--- src/rtl/countdown_timer16_pkg.sv ---
// countdown_timer16_pkg: shared state encoding and default width for the countdown timer
package countdown_timer16_pkg;
  localparam int DEFAULT_WIDTH = 16;
  typedef enum logic [1:0] {
    ST_IDLE    = 2'd0,
    ST_RUN     = 2'd1,
    ST_EXPIRED = 2'd2
  } timerState_t;
endpackage

--- src/rtl/countdown_timer16_if.sv ---
// countdown_timer16_if: CPU-facing control/status bundle of the countdown timer
interface countdown_timer16_if import countdown_timer16_pkg::*; #(parameter int WIDTH = DEFAULT_WIDTH);
  logic [WIDTH-1:0] in;
  logic [WIDTH-1:0] out;
  logic load;
  logic start;
  logic pause;
  logic busy;
  logic done;
  logic zero;
  modport master(output in, load, start, pause, input out, busy, done, zero);
  modport slave(input in, load, start, pause, output out, busy, done, zero);
endinterface

--- src/rtl/countdown_timer16_decrementor16.sv ---
// decrementor16: combinational modulo-2^WIDTH decrement, mirror of the incrementor
module decrementor16 #(parameter int WIDTH = 16) (
  input  logic [WIDTH-1:0] in,
  output logic [WIDTH-1:0] out
);
  assign out = in - WIDTH'(1);
endmodule

--- src/rtl/countdown_timer16.sv ---
// countdown_timer16: loadable down-counter with start/pause, expiry pulse and optional auto-reload
module countdown_timer16 import countdown_timer16_pkg::*; #(
  parameter int WIDTH       = DEFAULT_WIDTH,
  parameter bit AUTO_RELOAD = 1'b0
) (
  input logic clk,
  input logic reset,
  countdown_timer16_if.slave bus
);
  timerState_t state;
  logic [WIDTH-1:0] count;
  logic [WIDTH-1:0] reloadQ;
  logic [WIDTH-1:0] decOut;
  logic done;
  logic expiring;
  logic reloading;
  decrementor16 #(.WIDTH(WIDTH)) uDec (.in(count), .out(decOut));
  // count of 0 cannot occur in RUN, but treating it as expiry keeps the wrap unreachable
  assign expiring  = count <= WIDTH'(1);
  assign reloading = AUTO_RELOAD && (reloadQ != '0);
  // state, count, reload value and expiry pulse; load beats start beats pause beats decrement
  always_ff @(posedge clk or posedge reset) begin
    if (reset) begin
      state   <= ST_IDLE;
      count   <= '0;
      reloadQ <= '0;
      done    <= 1'b0;
    end else if (bus.load) begin
      state   <= ST_IDLE;
      count   <= bus.in;
      reloadQ <= bus.in;
      done    <= 1'b0;
    end else begin
      case (state)
        ST_IDLE: begin
          done  <= bus.start && (count == '0);
          state <= !bus.start ? ST_IDLE : (count != '0) ? ST_RUN : ST_EXPIRED;
        end
        ST_RUN: begin
          if (!bus.pause) begin
            done  <= expiring;
            count <= !expiring ? decOut : reloading ? reloadQ : '0;
            state <= (expiring && !reloading) ? ST_EXPIRED : ST_RUN;
          end
        end
        default: begin
          done  <= 1'b0;
          count <= '0;
          state <= ST_EXPIRED;
        end
      endcase
    end
  end
  assign bus.out  = count;
  assign bus.busy = state == ST_RUN;
  assign bus.done = done;
  assign bus.zero = count == '0;
endmodule
--- src/flat_wrapper.sv ---
// flat-port wrapper written by rule: the top's interface ports become plain ports
module countdown_timer16_flat import countdown_timer16_pkg::*;
#(
  parameter int WIDTH       = DEFAULT_WIDTH,
  parameter bit AUTO_RELOAD = 1'b0
)
  (clk, reset, bus_in, bus_load, bus_start, bus_pause, bus_out, bus_busy, bus_done, bus_zero);
  countdown_timer16_if #(.WIDTH(WIDTH)) bus_i ();
  input logic clk;
  input logic reset;
  input wire logic [$bits(bus_i.in)-1:0] bus_in;
  input wire logic [$bits(bus_i.load)-1:0] bus_load;
  input wire logic [$bits(bus_i.start)-1:0] bus_start;
  input wire logic [$bits(bus_i.pause)-1:0] bus_pause;
  output wire logic [$bits(bus_i.out)-1:0] bus_out;
  output wire logic [$bits(bus_i.busy)-1:0] bus_busy;
  output wire logic [$bits(bus_i.done)-1:0] bus_done;
  output wire logic [$bits(bus_i.zero)-1:0] bus_zero;
  assign bus_i.in = bus_in;
  assign bus_i.load = bus_load;
  assign bus_i.start = bus_start;
  assign bus_i.pause = bus_pause;
  assign bus_out = bus_i.out;
  assign bus_busy = bus_i.busy;
  assign bus_done = bus_i.done;
  assign bus_zero = bus_i.zero;
  countdown_timer16 #(.WIDTH(WIDTH), .AUTO_RELOAD(AUTO_RELOAD)) u_core (.clk(clk), .reset(reset), .bus(bus_i));
endmodule
--- config.mk ---
export PLATFORM = sky130hd
export DESIGN_NAME = countdown_timer16_flat
export DESIGN_NICKNAME = d
export VERILOG_FILES = /design/src/rtl/countdown_timer16_pkg.sv /design/src/rtl/countdown_timer16_if.sv /design/src/rtl/countdown_timer16_decrementor16.sv /design/src/rtl/countdown_timer16.sv /design/src/flat_wrapper.sv
export SDC_FILE = /design/constraint.sdc
export NUM_CORES = 1
export LEC_CHECK = 0
export BUFFER_PORTS_ARGS = -buffer_cell sky130_fd_sc_hd__buf_2
export CAP_MARGIN = 10
export CORE_UTILIZATION = 45
export DETAILED_ROUTE_END_ITERATION = 8
export GPL_TIMING_DRIVEN = 0
export HOLD_SLACK_MARGIN = 0.06
export PLACE_DENSITY = 0.86
export SLEW_MARGIN = 20
export SYNTH_ARGS = -nofsm -noshare
export SYNTH_HDL_FRONTEND = slang
export SYNTH_SLANG_ARGS = --single-unit
--- constraint.sdc ---
create_clock -name clk -period 2.05 [get_ports clk]
set_input_delay 0.41 -clock clk [delete_from_list [all_inputs] [get_ports clk]]
set_output_delay 0.41 -clock clk [all_outputs]
set_load 0.02 [all_outputs]
Word-level counts from Yosys, hierarchy flattened

Cells that the tools add are included.
Widths: inputs -> output; s select.

Magnitude comparators: 1
Mux-type cells: 13
Eq/ne operators: 3
Reduce and logical (&&, ||, !) cells: 5
Add/subtract/negate cells: 1

Operators by type and width:

| kind                  | count |
|---|---|
| $mux 16               | 3 |
| $pmux 16 s2           | 1 |
| $le 16x1->1 const B   | 1 |
| $logic_not 16->1      | 1 |
| $reduce_bool 16->1    | 1 |
| $sub 16x1->16 const B | 1 |
| $mux 2                | 5 |
| $pmux 2 s2            | 1 |
| $ne 3x3->1 const B    | 1 |
| $eq 2x1->1 const B    | 1 |
| $logic_not 2->1       | 1 |
| $mux 1                | 2 |
| $ne 2x2->1 const B    | 1 |
| $pmux 1 s2            | 1 |
| $reduce_and 2->1      | 1 |
| $logic_and 1x1->1     | 1 |

Logic and storage cells: 26
Output and inout bits: 19
Register bits after elaboration: 19
Bits of input ports: 21

Depth between registers and ports, before layout

Gate-level depths: netlist of the first run.

Depth in word-level cells: 5
Gate-level depth with buffers: 7
Gate-level depth less buffers: 7

Modules after synthesis

Synthesis of the first run repeated with hierarchy kept, for this count alone.

Cell total of the unflattened synthesis: 119
Area total of the unflattened synthesis: 1216.2 µm²

By module, submodules not included:

| module            | sequential area each (µm²) | cells an instance | instances | area each (µm²) |
|---|---|---|---|---|
| countdown_timer16 | 475.5                      | 79                | 1         | 945.9 |
| decrementor16     | 0.0                        | 40                | 1         | 270.3 |

Worst setup path after synthesis of the first run

No wires, ideal clock.

Path type: reg-to-reg
Start point: register u_core.count[0], in the netlist u_core.bus.out[0]
End point: register u_core.count[14], in the netlist u_core.bus.out[14]
Slack: 0.041 ns
Arrival: 1.877 ns
Clock period less this slack: 2.009 ns
Path buffers: 0
Required time: 1.918 ns
Cell stages (with the launch flop): 8
Setup time: 0.132 ns
Path through: dfrtp_1 -> inv_1 -> ha_1 -> nor3b_1 -> nand2_1 -> o311a_1 -> a221oi_2 -> o41ai_1

Word-level cells in the longest chain between the ends: 5
Elaborated cells on any way between the ends: 6
Those cells by class: add/sub (1); order compare (1); mux (4)

RTL lines:

| item                                                | RTL line                                                      | text |
|---|---|---|
| from (decl)                                         | countdown_timer16.sv:11                                       | `logic [WIDTH-1:0] count;` |
| from (signal assigned)                              | countdown_timer16.sv:30                                       | `count <= bus.in;` |
| from (signal assigned)                              | countdown_timer16.sv:42                                       | `count <= !expiring ? decOut : reloading ? reloadQ : '0;` |
| $sub 16x1->16 / $le 16x1->1 (equally long branches) | countdown_timer16_decrementor16.sv:6, countdown_timer16.sv:19 |  |
| $mux 16 (*)                                         | countdown_timer16.sv:42                                       |  |
| $mux 16 (*)                                         | countdown_timer16.sv:40                                       | `if (!bus.pause) begin` |
| $pmux 16 s2 (*)                                     | countdown_timer16.sv:34                                       | `case (state)` |
| $mux 16 (*)                                         | countdown_timer16.sv:28                                       | `end else if (bus.load) begin` |

Mark *: on every way between the ends. The rest lies on a longest branch, timed or not. The select of a mux whose other input is x is not followed.
A chain may end at the register's enable or synchronous reset.

Worst setup path in the final report of the first run

Start point: register u_core.count[8], in the netlist u_core.bus.out[8]
End point: output port bus_zero

Word-level cells in the longest chain between the ends: 1

RTL lines:

| item             | RTL line                | text |
|---|---|---|
| $logic_not 16->1 | countdown_timer16.sv:57 | `assign bus.zero = count == '0;` |
| to (decl)        | flat_wrapper.sv:18      | `output wire logic [$bits(bus_i.zero)-1:0] bus_zero;` |

Every way passes these cells.

==> flow_results.org, run 1 <==
** Outcome
- The flow ran to the end, but the final reports show violations.
- The checks that failed: setup timing.

** Place
- RD Place Congestion :: 0.920
- The HPWL after detailed placement is 2.44 mm.
- Placed Instance Area :: 1470 um^2
- Port Buffer Count :: 37
- Post-placement worst setup slack :: -0.117 ns

** Timing
- Final clock period utilization by the worst path :: 1.00
- Setup repair after global routing could not meet its margin everywhere.
- The routed design could run at a clock period as short as 2.05 ns.
- Actual transition at the worst max-transition pin :: 0.767 ns
- Skew final :: 0.0134 ns
- The number of hold-slack violations in the final timing report is 0.
- In the post-route analysis, the smallest setup slack over all paths is -0.000662 ns.
- Count of final setup violators :: 1
- Max Slew Vio Count :: 0
- Measured against its own limit, the worst slew margin works out to 0.488.
- Highest Clock Rate :: 488 MHz

** Logic synthesis
- Of the total synthesized cell area, the portion taken by full adders, half adders and majority gates is 0.0201.
- Post-synthesis sequential element count :: 19
- Simple-gate area share of the yosys netlist :: 0.283
- The synthesized netlist contains 40 unique library cells.
- Gate count after technology mapping :: 144
- The area fraction in compound gates after synthesis came to 0.228.
- Yosys Warn Count :: 0
- Syn Std Cell Area :: 1240 um^2
- The share of the Yosys chip area taken by registers is 0.382.
- Multiplexer fraction of the synthesized cell area :: 0.00805
- Yosys attributes the largest share of cell area to dfrtp_1, o21ai_0, nor3_1, nand2_1, nor2_1.
- Syn avg cell area :: 8.64 um^2
- Top-area cell type share of the netlist area :: 0.382
- Library cell with the largest summed area after synthesis :: dfrtp_1
- By area, the combinational part of the netlist is dominated by simple AND/OR/NAND/NOR gates.
- Post-Synth XOR/XNOR Area :: 0.0282
- The number of nets handed over by synthesis was 167.

** Critical path
- Total buffers and inverters traversed by the critical path :: 1
- For this run, the slowest stage of the critical path takes 0.47 ns.
- Type of element launching the critical path :: flip-flop
- The cell family contributing the most delay on the critical path is simple AND/OR/NAND/NOR gates.
- For the worst setup path, the data required time is 1.64 ns.
- Along the worst path, the maximum fanout reaches 5.
- For the worst setup path, the data arrival time is 1.64 ns.
- Traced cell by cell, the critical path runs through nor4_4, nand4_1, nor2_2, buf_6.
- The slowest stage of the critical path is the dfrtp_2 cell.
- The worst setup path is captured at a primary output.
- The worst setup path is of the flip-flop to primary output kind.

** Global route
- Global routing finished with a remaining overflow of 0.
- For this run, the total global-route usage over all layers was measured as 0.253.
- Maximum number of pins on one net before global-route repair :: 20
- The number of global-route vias before repair was 1189.
- Number of antenna violations at the first check in global routing :: 0
- Wire length of the first global-routing pass :: 5.33 mm

** Clock tree
- Clock latency on the worst-skew pair :: 0.32 ns
- CTS clk-pin slew, worst paths :: 0.13 ns
- CTS Hold Buffers Added :: 0
- Root Buffer Master :: clkbuf_4
- Counting every sink on the clock net gives 19.
- CTS built an H-tree with a depth of 1.
- CTS buffer count :: 3
- Clock tree from TritonCTS :: built
- Clock Tree Buf Depth :: 2

** Power
- Worst-case vdd ir drop :: 0.000470 V
- For this design the static power due to leakage is 0.741 nW.
- Power density normalized to cell area :: 638 nW/um^2

** Finish
- The finished cells cover 1660 um^2.
- Share of cells above drive strength 1 :: 0.397
- Area of the multi-input gates :: 756 um^2
- After the last flow step, the layout net total stands at 223.
- Counting the fill cells in the layout gives 206.
- Antenna diode count :: 0
- Register area :: 480 um^2
- Signed area change from the synthesized netlist to the final layout :: 33.5%
- Final Util :: 0.652

** Detailed routing
- Wire length per cell after detailed routing :: 16.0 um
- In the routed layout, each cell is associated on average with a via count of 5.97.
- In the routed design, unresolved DRC markers number 0.
- Total via count after detailed routing :: 1368
- The detail route stage leaves a number of antenna-violating nets equal to 0.
- Final WL :: 3.67 mm
- The detailed router finished its first iteration with 45 violations.
- Before antenna repair, the detailed router went through 4 iterations.

** Die
- Area of the die :: 2980 um^2
- Io pins :: 40
- The floorplan has 18 rows.
- In this run the vertical extent of the chip is 54.6 um.
- The initial utilization of the core area, before any placement, comes to 0.489.
- After floorplanning, the core was sized to cover 2540 um^2.
- The die is 54.6 um wide.

** Min path
- Worst hold path class :: primary input to async pin

** Job
- Across the run, the number of max-cap violations was 0.
[stage by stage]
stage	hold WS [ns]	setup TNS (ns)	power, mW	cells
after floorplan	0.361	0	0.686	144
after global routing	0.270	-0.0885	1.12	229
after detailed placement	0.545	-0.142	0.793	211
after CTS	0.233	0	1.01	218
final	0.206	-0.000662	1.06	229
after global placement	0.530	-0.0552	0.781	211
[kinds of logic (layout without fill, tap and decap cells)]
family	count (synthesis)	in the layout
AO/OA/AOI/OAI	41	41
XOR/XNOR	4	4
adder cells (fa/ha/maj)	2	2
buffers and inverters	12	67
flip-flops	19	19
multiplexers	1	1
AND/OR/NAND/NOR	65	65
[layout make-up]
cell class,count,area share
multi-input cells,113,0.455
flip-flops and latches,19,0.289
repair buffers,51,0.179
plain buffers,6,0.0241
well taps,30,0.0226
clock buffers,3,0.0136
inverters,6,0.0136
clock inverters,1,0.00301
[worst paths after layout]
path / start / to / slack (ns) / depth (start not counted)
min: reset / u_core.state[0] / 0.21 / 2
max: u_core.bus.out[8] / bus_zero / -0.0007 / 4
max in group asynchronous: reset / u_core.bus.out[4] / 1.30 / 2
min reg2reg: u_core.bus.out[14] / u_core.bus.out[14] / 0.60 / 2
min in group clk: bus_in[5] / u_core.bus.out[5] / 0.29 / 3
max reg2reg: u_core.state[1] / u_core.bus.out[4] / 0.05 / 5
[metal layers]
metal	vias to the layer above	track usage	routed length, um
met4	0	0.0897	75
met1	639	0.321	1500
met5	-	0	0
met3	10	0.0583	323
met2	76	0.415	1780
li1	643	-	-
[cells in the final DEF (no fill, tap or decap), types with 2 or more instances in the layout]
cell,Yosys,final
buf_6,2,3
o221ai_1,3,3
xnor2_1,4,4
clkbuf_1,2,2
or3_1,4,4
o21ai_0,15,14
a21oi_1,5,5
nand3_1,2,2
dfrtp_1,19,15
buf_4,0,14
nor4_1,3,3
nor2_1,11,10
nor3_1,14,13
inv_1,6,5
nor4_4,1,2
nand4_1,2,2
a22oi_1,5,5
dfrtp_2,0,4
a21o_1,2,2
nand2_1,18,17
clkbuf_4,0,3
o41ai_1,2,2
buf_2,2,38
[where the power goes]
part	internal [mW]	total, mW	switching (mW)
clock	0.0730	0.205	0.132
sequential	0.416	0.486	0.0703
combinational	0.160	0.368	0.208
[what timing repair did]
action | 4_1_cts | 5_1_grt
pin swaps | 3 | 4
setup buffers | 3 | 11
endpoints found under the setup margin | 3 | 7
cloned | 0 | 0
gates resized for setup | 7 | 10
[sequential cells by signal (all words and copies together) (netlist names)]
register / cells
u_core.bus.done: 1
u_core.bus.out: 16
u_core.state: 2
[synthesized netlist by cell type, drive strengths merged]
master and count:
o311a 1, o221ai 3, mux2i 1, nor3 14, o22ai 1, o41ai 2
nor2 11, ha 2, nand4 2, or2 1, a221oi 1, nor2b 1
nand3 2, or4b 1, dfrtp 19, or3 5, o21ai 17, nand2b 1
nand3b 1, or2b 1, buf 4, o32ai 1, xnor2 4, nor4 5
inv 6, nor3b 1, clkbuf 2, nand2 18, a21oi 5, o311ai 1
a22oi 5, a221o 2, a21o 2, and4 1
Power figures use the tool's default switching activity.
==> run 2, diff against run 1 <==
CORE_MARGIN = 10   (was unset)
SKIP_LAST_GASP = 1   (was unset)
==> flow_results.org, run 2 (same netlist as run 1, synthesis figures left out) <==
** Die
- For this configuration, the core starts out at a cell density of 0.459.
- Io pins :: 40
- The floorplan step set the die width to 72.6 um.
- The floorplan step set the die height to 72.6 um.
- The floorplan has 19 rows.
- The die covers 5270 um^2.
- The total area inside the core boundary comes to 2710 um^2.

** Timing
- Across all setup checks in the final design, the least slack found is -0.0588 ns.
- Actual transition at the worst max-transition pin :: 0.742 ns
- Final hold slack :: 0.193 ns
- Worst max-slew margin expressed relative to the limit :: 0.505
- Count of final setup violators :: 2
- Timing would allow up to 474 MHz.
- Between clock sinks in the finished design, the worst skew comes to 0.00382 ns.
- Number of endpoints with negative hold slack in the final report :: 0
- Setup repair after global routing could not meet its margin everywhere.
- Max Slew Vio Count :: 0
- For the finished layout, the period the worst path requires is 2.11 ns.
- Final clock period utilization by the worst path :: 1.03
- Setup total negative slack on the finished layout was measured at -0.0591 ns.

** Detailed routing
- Drt drc :: 0
- Total via count after detailed routing :: 1360
- Number of violations reported at the end of detailed-routing iteration 0 :: 121
- After detailed routing, the total wire length is 3.86 mm.
- Vias/cell :: 5.99
- Wire length per cell after detailed routing :: 17.0 um
- For this run, the detailed router's first-pass iteration total came to 5.
- In this run the remaining antenna-violating nets after routing total 0.

** Finish
- Leaving out fill and tap cells, the most frequent cells in the layout are buf_2, nand2_1, dfrtp_1.
- Number of flip-flops under the largest register name :: 16
- The number of antenna diodes in the final layout is 0.
- Leaving out fill and tap cells, the most frequent cell in the layout is buf_2.
- Area of the multi-input gates :: 743 um^2
- After the flow finishes, the layout carries non-filler instances totaling 227.
- Share of cells above drive strength 1 :: 0.378
- Signed area change from the synthesized netlist to the final layout :: 30.7%
- Final Util :: 0.600
- Registers take 479 um^2.
- Number of inserted filler cells in the final layout :: 241
- After the last flow step, the layout net total stands at 220.

** Job
- Max-cap violations in this run came to 0.

** Power
- Across the VDD grid, the largest voltage drop is 0.000373 V.
- Total chip power :: 1.05 mW
- Power density normalized to cell area :: 643 nW/um^2
- Leakage power :: 0.727 nW

** Global route
- Global-route usage over all layers :: 0.134
- Wire length of the first global-routing pass :: 5.84 mm
- Number of antenna violations at the first check in global routing :: 0
- Summed over all layers, the global routing overflow is 0.
- Vias in the first global route :: 1249
- Entering global routing, the biggest net connects 20 pins.

** Clock tree
- CTS Hold Buffers Added :: 0
- H-tree level count :: 1
- CTS clk-pin slew, worst paths :: 0.12 ns
- Root Buffer Master :: clkbuf_4
- Clock tree synthesis found a total of 19 sinks.
- The clock passes through at most 2 buffers.
- CTS buffer count :: 3
- Clock latency on the worst-skew pair :: 0.32 ns
- Clock tree from TritonCTS :: built

** Critical path
- Endpoint kind of the worst setup timing path :: primary output
- The critical path is of the flip-flop to primary output type.
- In this run the worst path has a maximum fanout of 4.
- At the worst endpoint, the arrival time is 1.70 ns.
- R2R depth :: 7
- Flop-to-flop setup slack :: 0 ns
- Type of element launching the critical path :: flip-flop
- Data on the critical path is required at its endpoint by 1.64 ns.

** Place
- Routability-driven placement finished with a final weighted congestion of 0.928.
- Once placement completed, the tool counted placed cells totaling 212.
- Summed over all nets, the half-perimeter wirelength after detailed placement is 2.65 mm.
- Port buffering added 37 buffers.

** Outcome
- The run finished, with violations left.
- The checks that failed: setup timing.

** Min path
- Worst hold path class :: primary input to async pin
## run 2: cell types whose count changed in the layout (fill, tap and decap cells not counted), sizes merged
cell and delta:
buf -3
## run 2: metrics by stage
stage / setup WS (ns) / area [um^2]
finish: -0.0588 / 1630
global route: -0.145 / 1630
CTS: -0.0732 / 1520
detailed placement: -0.0816 / 1470
global placement: -0.0999 / 1470
floorplan: 0.0406 / 1240
## run 2: path summary, 6_finish.rpt
check	from	endpoint
worst max-delay path	u_core.bus.out[11]	bus_zero
worst min-delay path	reset	u_core.bus.out[8]
worst max register to register	u_core.bus.out[11]	u_core.bus.out[8]
worst min register to register	u_core.bus.out[14]	u_core.bus.out[14]
max in group asynchronous	reset	u_core.bus.out[4]
min in group clk	bus_in[11]	u_core.bus.out[11]
## run 2: per-layer routing
metal  wire length (um)  vias to the layer above  GRT usage
met2               1830                       74      0.220
met3                371                        7     0.0286
met1               1590                      634      0.167
met5                  0                        -          0
met4                 70                        0     0.0506
li1                   -                      645          -
## run 2: area by class of cell
cell class	instances	share of cell area
Clock buffer	3	0.0139
Timing Repair Buffer	48	0.169
Buffer	6	0.0246
Multi-Input combinational cell	113	0.457
Tap cell	31	0.0239
Clock inverter	1	0.00308
Sequential cell	19	0.295
Inverter	6	0.0139
## run 2: critical path, stage by stage (launching register included)
cell     delay [ns]
dfrtp_2        0.45
nor4_4         0.37
nand4_1        0.22
nor2_2         0.20
buf_6          0.14
## run 2: what timing repair did
item,4_1_cts,5_1_grt
gates resized for setup,2,12
setup buffers,2,9
endpoints found under the setup margin,2,9
pin swaps,2,4
cloned,0,0
endpoints found under the hold margin,0,0
## run 2: where the power goes
part           internal (mW)  leakage [nW]  switching [mW]  total (mW)
registers              0.415         0.232          0.0687       0.484
clock network         0.0732        0.0177           0.133       0.206
logic                  0.151         0.478           0.203       0.355
==> run 3, diff against run 2 <==
RECOVER_POWER = 100   (was unset)
SKIP_CTS_REPAIR_TIMING = 1   (was unset)
==> flow_results.org, run 3 (same netlist as run 1, synthesis figures left out) <==
** Power
- For this design the ratio of total power to cell area is 643 nW/um^2.
- Worst-case vdd ir drop :: 0.000393 V
- For this design the static power due to leakage is 0.709 nW.

** Clock tree
- Clock tree synthesis inserted a total of 3 buffers.
- H-tree level count :: 1
- CTS placed an instance of clkbuf_4 at the clock tree root.
- TritonCTS built the clock tree.
- Clock latency on the worst-skew pair :: 0.32 ns
- CTS clk-pin slew, worst paths :: 0.11 ns
- Clock Tree Buf Depth :: 2
- Number of clock sinks seen by CTS :: 19

** Timing
- For the pin with the worst max-slew slack, the measured transition is 0.721 ns.
- The routed design could run at a clock period as short as 2.19 ns.
- Number of endpoints with negative hold slack in the final report :: 0
- Setup repair after global routing missed its margin :: yes
- Skew final :: 0.00469 ns
- Final setup margin :: -0.142 ns
- Highest Clock Rate :: 456 MHz
- The final count of pins violating max slew was 0.
- Worst max-slew margin expressed relative to the limit :: 0.519
- Setup violations remaining at the end of the flow were counted as 4.
- Final clock period utilization by the worst path :: 1.07
- The tightest hold path in the finished design has a slack of 0.188 ns.

** Die
- Initial core utilization :: 0.459
- In this run the horizontal extent of the chip is 72.6 um.
- 40 I/O pins were placed.
- In this run the standard cell core region covers 2710 um^2.
- The die is 72.6 um tall.
- The die covers 5270 um^2.
- Row generation in the floorplan step produced 19 rows.

** Critical path
- End of the critical path :: bus_zero
- CP Data Arrival Time :: 1.78 ns
- Flop-to-flop setup slack :: -0.07 ns
- In this run the worst path has a maximum fanout of 4.
- The setup path with the least slack is of type flip-flop to primary output.
- In this run the critical register-to-register path is captured at u_core.bus.out[8].
- Type of element launching the critical path :: flip-flop
- The critical path starts at u_core.bus.out[11].
- Critical Path RT :: 1.64 ns
- R2R depth :: 7
- The worst setup path is captured at a primary output.
- Worst flop-to-flop path startpoint :: u_core.bus.out[11]

** Finish
- At the end of the flow, the number of nets in the layout was 219.
- Area of the multi-input gates :: 743 um^2
- The number of antenna diodes in the final layout is 0.
- Register area :: 479 um^2
- Of the cells placed in the final design, the portion with a size suffix greater than 1 is 0.359.
- Signed area change from the synthesized netlist to the final layout :: 29.6%
- Counting the fill cells in the layout gives 245.
- Final Util :: 0.595
- Commonest cells after routing, fill and taps aside :: buf_2, nand2_1, dfrtp_1
- Leading cell type in the layout, fill and taps excluded :: buf_2
- Number of flip-flops under the largest register name :: 16

** Global route
- Summed over all layers, the global routing overflow is 0.
- Entering global routing, the biggest net connects 20 pins.
- The first global-routing pass estimated 5.63 mm of wire.
- Number of antenna violations at the first check in global routing :: 0
- In the global route stage, overall resource usage came out at 0.129.
- Vias in the first global route :: 1234

** Detailed routing
- First drt pass iteration count :: 4
- Remaining antenna violation count after routing :: 0
- After detailed routing, the number of vias per cell comes to 5.94.
- After detailed routing, the number of remaining DRC violations is 0.
- Final WL :: 3.85 mm
- Total via count after detailed routing :: 1342
- The detailed router finished its first iteration with 90 violations.
- In the final routed layout, each cell accounts on average for 17.0 um.

** Job
- Total of max-cap violations :: 0

** Outcome
- The run finished, with violations left.
- The final reports fail on setup timing.

** Place
- Input and output buffers added on the ports amount to 37.
- Dpl hpwl :: 2.65 mm
- RD Place Congestion :: 0.928

** Min path
- The worst hold path belongs to the class primary input to async pin.
-- run 3: cell types whose count changed in the layout (fill, tap and decap cells not counted), sizes merged --
cell	delta
clkbuf	+3
buf	-4
-- run 3: metal layers --
metal,up-vias,track usage,share of wire
met5,-,0,0
met4,0,0.0506,0.023
met3,9,0.0272,0.086
met2,65,0.212,0.48
met1,621,0.159,0.41
li1,647,-,-
-- run 3: worst min path at each step --
stage,depth (start not counted),endpoint
after floorplan,1,u_core.bus.done
after global placement,1,u_core.bus.out[10]
after detailed placement,1,u_core.bus.out[10]
after CTS,2,u_core.bus.out[7]
after global routing,2,u_core.bus.out[8]
final,2,u_core.bus.out[8]
-- run 3: layout make-up --
| cell class | count | share of cell area |
|---|---|---|
| plain buffers | 6 | 0.0248 |
| clock buffers | 3 | 0.0140 |
| clock inverters | 1 | 0.00311 |
| inverters | 6 | 0.0140 |
| multi-input cells | 113 | 0.461 |
| flip-flops and latches | 19 | 0.297 |
| well taps | 31 | 0.0241 |
| repair buffers | 47 | 0.161 |
-- run 3: report_power, final --
part           switching [mW]  leakage (nW)  internal [mW]
registers              0.0710         0.232          0.415
clock network           0.129        0.0177         0.0732
logic                   0.201         0.460          0.146
total                   0.401         0.709          0.635
-- run 3: through the flow --
step	setup TNS [ns]	setup slack (ns)	power, mW	cells	instance area [um^2]
after floorplan	0	0.0406	0.686	144	1240
after global placement	-0.0999	-0.0999	0.788	212	1470
after detailed placement	-0.0816	-0.0816	0.794	212	1470
after CTS	-0.351	-0.223	0.993	216	1500
after global routing	-0.752	-0.225	1.09	226	1610
final	-0.248	-0.142	1.04	226	1610
-- run 3: critical path, cell delays in order (launching register included) --
cell and delay, ns:
dfrtp_1 0.48, nor4_4 0.40, nand4_1 0.24, nor2_2 0.21, buf_6 0.14
